--- src/rtl/rtc_bus_pkg.sv ---
// Shared constants, state encoding and timer sizing for the RTC bus-cycle generator.
package rtc_bus_pkg;

    localparam logic [7:0] ADDR_CTRL  = 8'h02;
    localparam logic [7:0] ADDR_SEC   = 8'h21;
    localparam logic [7:0] ADDR_MIN   = 8'h22;
    localparam logic [7:0] ADDR_HOUR  = 8'h23;
    localparam logic [7:0] ADDR_DAY   = 8'h24;
    localparam logic [7:0] ADDR_MONTH = 8'h25;
    localparam logic [7:0] ADDR_YEAR  = 8'h26;

    typedef enum logic [2:0] {
        ST_IDLE,
        ST_A_SET,
        ST_A_STB,
        ST_A_HLD,
        ST_D_SET,
        ST_D_STB,
        ST_D_HLD,
        ST_DONE
    } state_t;

    // Wide enough to hold the longest phase length.
    function automatic int phase_cnt_w(input int s, input int p, input int h);
        int m;
        m = s;
        if (p > m) m = p;
        if (h > m) m = h;
        return $clog2(m + 1);
    endfunction

endpackage

--- src/rtl/rtc_bus_ctrl_phase_timer.sv ---
// Loadable down-counter; expired is high once the count has reached zero.
module phase_timer #(
    parameter int W = 2
) (
    input  logic         clk,
    input  logic         reset,
    input  logic         load,
    input  logic [W-1:0] value,
    output logic         expired
);

    logic [W-1:0] count;

    always_ff @(posedge clk or posedge reset) begin
        if (reset)
            count <= '0;
        else if (load)
            count <= value;
        else if (count != '0)
            count <= count - W'(1);
    end

    assign expired = (count == '0);

endmodule

--- src/rtl/rtc_bus_ctrl.sv ---
// Bus-cycle generator for the RTC chip's multiplexed address/data bus: turns
// level-held init/write/read requests into an address strobe then a data strobe.
module rtc_bus_ctrl
    import rtc_bus_pkg::*;
#(
    parameter int T_SETUP = 2,
    parameter int T_PULSE = 4,
    parameter int T_HOLD  = 2
) (
    input  logic       clk,
    input  logic       reset,
    input  logic       enini,
    input  logic       enwrite,
    input  logic       enread,
    input  logic       ensec,
    input  logic       enmin,
    input  logic       enhour,
    input  logic       enday,
    input  logic       enmonth,
    input  logic       enyear,
    input  logic [7:0] wdata,
    input  logic [7:0] ad_in,
    output logic [7:0] ad_out,
    output logic       ad_oe,
    output logic       cs_n,
    output logic       ad_n,
    output logic       wr_n,
    output logic       rd_n,
    output logic [7:0] rdata,
    output logic       rdata_valid,
    output logic       busy,
    output logic       done,
    output logic       sel_err
);

    localparam int CW = phase_cnt_w(T_SETUP, T_PULSE, T_HOLD);
    localparam logic [CW-1:0] LD_SETUP = CW'(T_SETUP - 1);
    localparam logic [CW-1:0] LD_PULSE = CW'(T_PULSE - 1);
    localparam logic [CW-1:0] LD_HOLD  = CW'(T_HOLD - 1);

    state_t state, nstate;
    logic ini_q, wr_q, rd_q, primed;
    logic ini_edge, wr_edge, rd_edge;
    logic [5:0] sel;
    logic [7:0] sel_addr, start_addr, start_data, addr_q, data_q, addr_n, data_n;
    logic start, bad_sel, start_rd, is_rd, rd_n_v;
    logic timer_load, expired;
    logic [CW-1:0] load_val;
    logic a_ph, d_ph;

    // primed blocks a level that was already high at reset release from looking like an edge.
    assign ini_edge = primed & enini   & ~ini_q;
    assign wr_edge  = primed & enwrite & ~wr_q;
    assign rd_edge  = primed & enread  & ~rd_q;
    assign sel      = {enyear, enmonth, enday, enhour, enmin, ensec};

    always_comb begin
        sel_addr = 8'h00;
        case (sel)
            6'b000001: sel_addr = ADDR_SEC;
            6'b000010: sel_addr = ADDR_MIN;
            6'b000100: sel_addr = ADDR_HOUR;
            6'b001000: sel_addr = ADDR_DAY;
            6'b010000: sel_addr = ADDR_MONTH;
            6'b100000: sel_addr = ADDR_YEAR;
            default:   sel_addr = 8'h00;
        endcase
    end

    always_comb begin
        start      = 1'b0;
        bad_sel    = 1'b0;
        start_rd   = 1'b0;
        start_addr = sel_addr;
        start_data = wdata;
        if (state == ST_IDLE) begin
            if (ini_edge) begin
                start      = 1'b1;
                start_addr = ADDR_CTRL;
                start_data = 8'h00;
            end else if (wr_edge) begin
                start   = $onehot(sel);
                bad_sel = ~$onehot(sel);
            end else if (rd_edge) begin
                start    = $onehot(sel);
                start_rd = 1'b1;
                bad_sel  = ~$onehot(sel);
            end
        end
    end

    always_comb begin
        nstate = state;
        case (state)
            ST_IDLE:  if (start)   nstate = ST_A_SET;
            ST_A_SET: if (expired) nstate = ST_A_STB;
            ST_A_STB: if (expired) nstate = ST_A_HLD;
            ST_A_HLD: if (expired) nstate = ST_D_SET;
            ST_D_SET: if (expired) nstate = ST_D_STB;
            ST_D_STB: if (expired) nstate = ST_D_HLD;
            ST_D_HLD: if (expired) nstate = ST_DONE;
            default:               nstate = ST_IDLE;
        endcase
    end

    always_comb begin
        load_val = '0;
        case (nstate)
            ST_A_SET, ST_D_SET: load_val = LD_SETUP;
            ST_A_STB, ST_D_STB: load_val = LD_PULSE;
            ST_A_HLD, ST_D_HLD: load_val = LD_HOLD;
            default:            load_val = '0;
        endcase
    end

    assign timer_load = (nstate != state);

    phase_timer #(.W(CW)) u_timer (
        .clk     (clk),
        .reset   (reset),
        .load    (timer_load),
        .value   (load_val),
        .expired (expired)
    );

    always_ff @(posedge clk or posedge reset) begin
        if (reset) state <= ST_IDLE;
        else       state <= nstate;
    end

    // Outputs are decoded from the next state so they line up with the state register.
    assign addr_n = start ? start_addr : addr_q;
    assign data_n = start ? start_data : data_q;
    assign rd_n_v = start ? start_rd   : is_rd;
    assign a_ph   = (nstate == ST_A_SET) || (nstate == ST_A_STB) || (nstate == ST_A_HLD);
    assign d_ph   = (nstate == ST_D_SET) || (nstate == ST_D_STB) || (nstate == ST_D_HLD);

    always_ff @(posedge clk or posedge reset) begin
        if (reset) begin
            ini_q       <= 1'b0;
            wr_q        <= 1'b0;
            rd_q        <= 1'b0;
            primed      <= 1'b0;
            addr_q      <= 8'h00;
            data_q      <= 8'h00;
            is_rd       <= 1'b0;
            ad_out      <= 8'h00;
            ad_oe       <= 1'b0;
            cs_n        <= 1'b1;
            ad_n        <= 1'b1;
            wr_n        <= 1'b1;
            rd_n        <= 1'b1;
            rdata       <= 8'h00;
            rdata_valid <= 1'b0;
            busy        <= 1'b0;
            done        <= 1'b0;
            sel_err     <= 1'b0;
        end else begin
            ini_q       <= enini;
            wr_q        <= enwrite;
            rd_q        <= enread;
            primed      <= 1'b1;
            addr_q      <= addr_n;
            data_q      <= data_n;
            is_rd       <= rd_n_v;
            cs_n        <= ~(a_ph | d_ph);
            ad_n        <= ~a_ph;
            ad_oe       <= a_ph | (d_ph & ~rd_n_v);
            ad_out      <= a_ph ? addr_n : ((d_ph & ~rd_n_v) ? data_n : 8'h00);
            wr_n        <= ~((nstate == ST_A_STB) | ((nstate == ST_D_STB) & ~rd_n_v));
            rd_n        <= ~((nstate == ST_D_STB) & rd_n_v);
            busy        <= (nstate != ST_IDLE);
            done        <= (nstate == ST_DONE);
            sel_err     <= bad_sel;
            rdata_valid <= (state == ST_D_STB) & expired & is_rd;
            if ((state == ST_D_STB) && expired && is_rd)
                rdata <= ad_in;
        end
    end

endmodule

--- config.mk ---
export PLATFORM = sky130hd
export DESIGN_NAME = rtc_bus_ctrl
export DESIGN_NICKNAME = d
export VERILOG_FILES = /design/src/rtl/rtc_bus_pkg.sv /design/src/rtl/rtc_bus_ctrl_phase_timer.sv /design/src/rtl/rtc_bus_ctrl.sv
export SDC_FILE = /design/constraint.sdc
export NUM_CORES = 1
export LEC_CHECK = 0
export ABC_AREA = 1
export ABC_CLOCK_PERIOD_IN_PS = 4800
export BUFFER_PORTS_ARGS = -buffer_cell sky130_fd_sc_hd__buf_4
export CORE_ASPECT_RATIO = 0.7
export CORE_MARGIN = 2
export CORE_UTILIZATION = 57
export CTS_CLUSTER_DIAMETER = 40
export DETAILED_ROUTE_END_ITERATION = 8
export PLACE_DENSITY = 0.82
export SYNTH_ARGS = -nofsm -noshare
export SYNTH_HDL_FRONTEND = slang
export SYNTH_HIERARCHICAL = 1
export SYNTH_SLANG_ARGS = --single-unit
--- constraint.sdc ---
create_clock -name clk -period 4.8 [get_ports clk]
set_clock_uncertainty 0.15 [all_clocks]
set_input_delay 0.24 -clock clk [delete_from_list [all_inputs] [get_ports clk]]
set_output_delay 0.24 -clock clk [all_outputs]
set_load 0.005 [all_outputs]
==> results.md, run 1 <==
* Outcome: finished clean
* Peak VDD IR at 0.3784 mV
* Detailed placement HPWL at 3.722 mm
* CTS Sinks at 52
* Area grow syn2layout at 27.22%
* Max-cap violations at 0
* Initial DRT Pass Iterations at 4
* Power Dens Cells at 537.2 nW/um^2
* CORE AREA at ~4000 sq um
* Global placer's final weighted congestion at 0.8263
* Post-synthesis sequential area ratio at 0.5362
* Starting Density at 0.6064
* Post-route setup slack at ~1.5 ns
* Tot GR Track Use at 0.2417
* Post-synthesis cell area at roughly 2400 sq um
* First-pass GRT wire length at 8.466 mm
* Setup Buffers After CTS at 0
* Fmax achieved at 307.3 MHz
* DR WL/cell at around 13 microns
* Rel. slew slack at 0.3533
* Inst Count DP at approximately 380
* Synth area leaders: dfrtp_1 49%, nand2_1 15%, nand3_1 6.6%
* Final Routed Wirelength at about 5.3 mm
* Slew Viols, Final at 0
* Worst-margin pin slew at 0.9686 ns
* Total congestion overflow at 0
* Fin util at 0.7714
* Cell Rows at 19
* CTS tree: done
* Clock buffer depth at 2
* Clock Latency Late Sink at around 0.31 ns
* Finished Layout Cells at around 400
* Worst Path Required at roughly 4.8 ns
* Reg2reg start: u_timer/count[0]$_DFFE_PP0P_
* DIE HEIGHT at a little under 60 microns
* Drt drc at 0
* Placement Setup Slack at between 1 and 1.5 ns
* Fin crit share at 0.6780
* Yosys warns at 6
* Die W at slightly above 80 microns
* Vias per cell at between 5 and 6
* Fin nets at 381
* RSZ-0062 raised after global routing: false
* Syn nets at ~310
* Synthesized area per cell at 8.858 sq um
* Period minus WS final at roughly 3.3 ns
* Synthesized instance count at between 200 and 300
* IO Count at 52
* Initial antenna violation count at 0
* Primary FF master, synth: dfrtp_1
* Clock transition at the registers of the reported paths at about 0.1 ns
* Worst hold endpoint: data_q[5]$_DFF_PP0_
* Routed Antenna Nets at 0
* Die ar. at between 4000 and 5000 sq um
* Crit path DAT at between 3 and 4 ns
* Routed vias at between 2000 and 2500
* Final setup viols at 0
* CP Max Fanout at 16
* Fillcell total at approximately 290
* Library cells used by synthesis at 25
* Leading area contributor after synthesis: dfrtp_1
* Vias in the first global route at roughly 1900
* Setup TNS at 0 ns
* Post-synth top cells: 97 x nand2_1, 48 x dfrtp_1, 32 x nand3_1
* Final hold violation count at 0
* Critical Path Start: enmin
* Reg2Reg Depth at 13
* Clk Tree Root Cell: clkbuf_8
* Total CTS buffers at 5
* Crit path launch type: input port
* R2R setup slack at approximately 2.6 ns
* Leak pwr at between 1.5 and 2 nW
* HP Start: wdata[5]
* Port bufs at between 50 and 60
* Worst hold slack at between 0.009 and 0.01 ns
* Layout cells sized above 1 at 0.2486
* Antenna cells at 0
* Post-synth ARST share at 1.000
* WS Path Type: in2reg
* Most frequent cell after synthesis: nand2_1
* Synth top area share at 0.4931
* EDFF count, synth at 0
* Crit. End Element: flip-flop
* Initial DRC Count at around 150
* Largest net degree at the start of global routing at 50
* Hold Crit Class: in2reg
* Hold Crit Depth at 3
* R2R Path End: u_timer/count[1]$_DFFE_PP0P_
* Htree depth at 2
* Flip-flop and latch count after synthesis at 52
==> flip-flops by register name, indices dropped and copies added (netlist names), 3 cells and up <==
register	count
state	3
data_q	8
u_timer/count	3
rdata	8
ad_out	8
addr_q	8
==> area by class of cell <==
type,instances,area [sq um],area share
Clock buffer,5,68.82,0.02220
Clock inverter,3,22.52,0.007267
Inverter,36,135.1,0.04360
Multi-Input combinational cell,184,968.4,0.3125
Sequential cell,52,1306,0.4215
Tap cell,52,65.06,0.02099
Timing Repair Buffer,66,533.0,0.1720
==> cells by family after synthesis <==
group,count (synthesis),synth area share
AO/OA/AOI/OAI,6,0.01387
adder cells (fa/ha/maj),9,0.05547
buffers and inverters,39,0.06625
flip-flops,52,0.5362
other,2,0.003083
AND/OR/NAND/NOR,167,0.3251
==> routing by layer <==
| layer | global-route usage | share of wire |
|---|---|---|
| met2 | 0.3961 | 0.47 |
| met1 | 0.3188 | 0.46 |
| met3 | 0.06748 | 0.059 |
| met4 | 0.07143 | 0.0086 |
| met5 | 0 | 0 |
==> critical path: stages <==
cell and delay, ns:
buf_4 0.11, inv_1 0.12, fa_1 0.44, fa_1 0.49, inv_1 0.04, ha_1 0.18
fa_1 0.49, inv_1 0.04, nand3_1 0.14, nor2_4 0.06, nand2_4 0.18, nand3_4 0.15
nand2_1 0.09, nand3_1 0.19, nand2_1 0.12, o21ai_0 0.08, nand2_1 0.07, nand2_1 0.05
==> per-stage QoR <==
stage	instance area, sq um	total power, W
after floorplan	2436	0.001164
after global placement	2858	0.001377
after detailed placement	2858	0.001408
after CTS	3079	0.001671
after global routing	3099	0.001804
final	3099	0.001665
==> power by group <==
group | switching (W) | internal [W] | leakage (nW) | total (W)
combinational | 0.000451 | 0.000286 | 1.02 | 0.000737
clock | 0.000148 | 0.000105 | 0.0485 | 0.000252
sequential | 0.0000754 | 0.000600 | 0.637 | 0.000676
total | 0.000674 | 0.000990 | 1.71 | 0.00166
==> timing repair <==
| action | CTS | global route |
|---|---|---|
| resized for setup | 0 | 0 |
| endpoints found under the hold margin | 15 | 2 |
| hold buffers | 13 | 2 |
==> layout by cell type, fill, tap and decap left out, drive strengths merged <==
| cell type | count |
|---|---|
| a21oi | 2 |
| buf | 51 |
| clkbuf | 5 |
| clkinv | 2 |
| conb | 2 |
| dfrtp | 48 |
| dfstp | 4 |
| dlygate4sd3 | 15 |
| fa | 3 |
| ha | 6 |
| inv | 37 |
| nand2 | 102 |
| nand3 | 33 |
| nand3b | 3 |
| nand4 | 6 |
| nor2 | 22 |
| nor4 | 1 |
| o21ai | 4 |
==> worst max-delay path by stage <==
stage	endpoint	slack, ns	cells past startpoint
6_report	u_timer/count[1]$_DFFE_PP0P_	1.55	18
4_1_cts	u_timer/count[1]$_DFFE_PP0P_	1.55	18
2_1_floorplan	u_timer/count[0]$_DFFE_PP0P_	1.69	17
3_3_place_gp	u_timer/count[1]$_DFFE_PP0P_	1.39	18
5_1_grt	u_timer/count[0]$_DFFE_PP0P_	1.32	18
3_5_place_dp	u_timer/count[1]$_DFFE_PP0P_	1.24	18
(Power assumes the default switching activity.)
==> run 2, diff against run 1 <==
ABC_AREA = 0   (was 1)
ABC_CLOCK_PERIOD_IN_PS = 2960   (was 4800)
CORE_UTILIZATION = 49   (was 57)
PLACE_DENSITY = 0.75   (was 0.82)
clock period = 2.96 ns   (was 4.8 ns; I/O delays follow)
==> run 2 against run 1 <==
Effect of this change: the run now ends with setup timing left; global-route usage decreased by 3.7 points; sequential share of layout area shrank 4.2 points; area after synthesis up 0.26%; clock power is 56% higher; flip-flop and latch count unchanged; non-clock buffer count increased by 27.
==> results.md, run 2 <==
* Synth top area share at 0.4918 (-0.001263)
* Total congestion overflow at 0 (unchanged)
* Flip-flop and latch count after synthesis at 52 (unchanged)
* Syn nets at 256 (-18%)
* Hold Crit Depth at 5 (+2)
* CP Max Fanout at 7 (-9)
* Clock Latency Late Sink at 0.30 ns (about the same)
* Global placer's final weighted congestion at 0.8324 (+0.74%)
* XOR/XNOR share of the synthesized area at 0.01076 (+0.01076)
* Worst hold slack at 0.1186 ns (+0.1088 ns)
* Layout cells sized above 1 at 0.3657 (+0.1171)
* Reg2Reg Depth at 7 (-6)
* Final hold violation count at 0 (unchanged)
* Clk Tree Root Cell: clkbuf_8
* Post-Synth Simple-Gate Area at 0.1568 (-0.1684)
* Most common cell after layout, fill and taps aside: buf_4
* Routed Antenna Nets at 0 (unchanged)
* Initial DRC Count at 99 (-36%)
* DR WL/cell at 13.98 microns (+5.9%)
* Post-route setup slack at -0.1685 ns (-1.714 ns)
* Largest net degree at the start of global routing at 50 (unchanged)
* CP most frequent cell: fa_1
* Primary FF master, synth: dfrtp_1
* Failing checks: setup timing
* Peak VDD IR at 0.5835 mV (+54%)
* Hold Crit Class: in2reg
* Setup TNS at -1.182 ns (-1.182 ns)
* RSZ-0062 raised after global routing: true
* Clock buffer depth at 2 (unchanged)
* Fillcell total at 332 (+16%)
* CTS Sinks at 52 (unchanged)
* Synthesized area per cell at 11.10 sq um (+25%)
* Library cells used by synthesis at 47 (+88%)
* Worst Path Required at 3.01 ns (-1.83 ns)
* Compound-cell area share of the yosys netlist at 0.1450 (+0.1311)
* Mux contribution to synthesized area at 0.04098 (+0.04098)
* Routed vias at 1939 (-4.4%)
* Die ar. at 5574 sq um (+16%)
* Initial DRT Pass Iterations at 4 (unchanged)
* Worst-margin pin slew at 0.9907 ns (+0.02212 ns)
* Fmax achieved at 319.6 MHz
* First-pass GRT wire length at 8.914 mm (+5.3%)
* Yosys warns at 6 (unchanged)
* Period minus WS final at approximately 3.1 ns
* Crit path DAT at 3.18 ns (-0.12 ns)
* Synth Area in Adders at 0.05533 (-0.0001421)
* WS Path Type: in2reg
* Tot GR Track Use at 0.2049 (-0.03683)
* Cell Rows at 21 (+2)
* Leading area contributor after synthesis: dfrtp_1
* Htree depth at 2 (unchanged)
* Synth area leaders: dfrtp_1 49%, a22o_1 5.0%, dfstp_2 4.3%
* DIE HEIGHT at 63.07 microns (+7.5%)
* Initial antenna violation count at 0 (unchanged)
* Fin crit share at 1.057
* Fin nets at 344 (-9.7%)
* Crit path launch type: input port
* CORE AREA at 4782 sq um (+19%)
* Starting Density at 0.5107 (-0.09563)
* Post-synthesis cell area at 2442 sq um (+0.26%)
* Commonest cells after routing, fill and taps aside: 67 x buf_4, 48 x dfrtp_1, 20 x dlygate4sd3_1
* Drt drc at 0 (unchanged)
* Power Dens Cells at 680.9 nW/um^2 (+27%)
* Most frequent cell after synthesis: dfrtp_1
* EDFF count, synth at 0 (unchanged)
* Vias per cell at 5.130 (+0.62%)
* Rel. slew slack at 0.3395 (-0.01380)
* Post-synth top cells: 48 x dfrtp_1, 18 x inv_1, 16 x nand2_1
* Final setup viols at 16 (+16)
* Post-synth ARST share at 1.000 (unchanged)
* Outcome: finished, violations left
* Clock transition at the registers of the reported paths at 0.09 ns (about the same)
* Area grow syn2layout at 41.09%
* Slew Viols, Final at 0 (unchanged)
* Port bufs at 51 (unchanged)
* CTS tree: done
* Largest family of logic cells by synthesized area: simple AND/OR/NAND/NOR gates
* IO Count at 52 (unchanged)
* Final Routed Wirelength at 5.283 mm (+0.61%)
* Worst-path cell chain: buf_8 > inv_8 > fa_1 > fa_1 > inv_1 > ha_2 > fa_1 > nor3b_4 > o21ai_2 > a21o_4 > bufbuf_16 > a22o_4 > a22o_1
* Post-synthesis sequential area ratio at 0.5348 (-0.001373)
* Delay of the slowest cell on the worst path at 0.49 ns (about the same)
* Slowest stage cell, crit path: fa_1
* Leak pwr at 1.699 nW (-0.64%)
* Vias in the first global route at 1922 (+2.6%)
* Max-cap violations at 0 (unchanged)
* Placement Setup Slack at -0.5873 ns (-1.827 ns)
* Antenna cells at 0 (unchanged)
* Fin util at 0.7206 (-0.05085)
* Detailed placement HPWL at 3.418 mm (-8.2%)
* Crit. End Element: flip-flop
* Synthesized instance count at 220 (-20%)
* Die W at 88.39 microns (+7.6%)
* Total CTS buffers at 5 (unchanged)
run 2: final cells by class:
class,count,area [sq um],area share
well taps,69,86.33,0.02505
clock buffers,6,72.57,0.02106
clock inverters,2,16.27,0.004720
multi-input cells,138,1074,0.3115
repair buffers,93,813.3,0.2360
flip-flops and latches,52,1306,0.3791
inverters,18,77.57,0.02251
run 2: power by group:
group	internal (W)	switching [W]	total [W]
sequential	0.000876	0.000138	0.00101
combinational	0.000501	0.000438	0.000939
clock	0.000168	0.000224	0.000393
run 2: logic make-up after synthesis:
| kind of cell | count (synthesis) |
|---|---|
| compound gates | 47 |
| xor+xnor | 3 |
| fa+ha+maj | 9 |
| buf+inv | 30 |
| flops | 52 |
| mux | 9 |
| other cells | 2 |
| simple gates | 68 |
run 2: worst paths after layout:
check                                          endpoint  slack, ns                          from
max                                 ad_out[7]$_DFF_PP0_      -0.17                         enday
min                                 addr_q[1]$_DFF_PP0_       0.12                         enday
max reg2reg                        rdata[4]$_DFFE_PP0P_       0.49  u_timer/count[0]$_DFFE_PP0P_
min reg2reg                         addr_q[3]$_DFF_PP0_       0.35           addr_q[3]$_DFF_PP0_
max in group asynchronous                busy$_DFF_PP0_       1.51                         reset
min in group asynchronous  u_timer/count[0]$_DFFE_PP0P_       0.16                         reset
run 2: timing repair:
| action | CTS | global route |
|---|---|---|
| gates resized for setup | 15 | 5 |
| hold buffers | 20 | 0 |
| setup buffers | 4 | 4 |
| cloned | 1 | 0 |
| pin swaps | 7 | 8 |
| setup endpoints to repair | 15 | 29 |
| hold endpoints to repair | 67 | 0 |
run 2: critical path: cells and delay by family:
family,cells,cell delay (ns)
adders and majority gates,4,1.60
AOI/OAI and AO/OA,4,0.77
buffers and inverters,4,0.44
and+or+nand+nor,1,0.21
run 2: per-layer routing:
metal	vias up	part of all wire	global-route usage
li1	938	-	-
met5	-	0	0
met2	54	0.45	0.3120
met4	0	0.0083	0.03977
met1	942	0.49	0.2971
met3	5	0.051	0.05636
run 2: metrics by stage:
| step | cell area (sq um) | power [W] | std cells |
|---|---|---|---|
| floorplan | 2462 | 0.001533 | 220 |
| global placement | 3000 | 0.001807 | 343 |
| detailed placement | 3000 | 0.001822 | 343 |
| CTS | 3408 | 0.002316 | 376 |
| global route | 3446 | 0.002512 | 378 |
| finish | 3446 | 0.002346 | 378 |
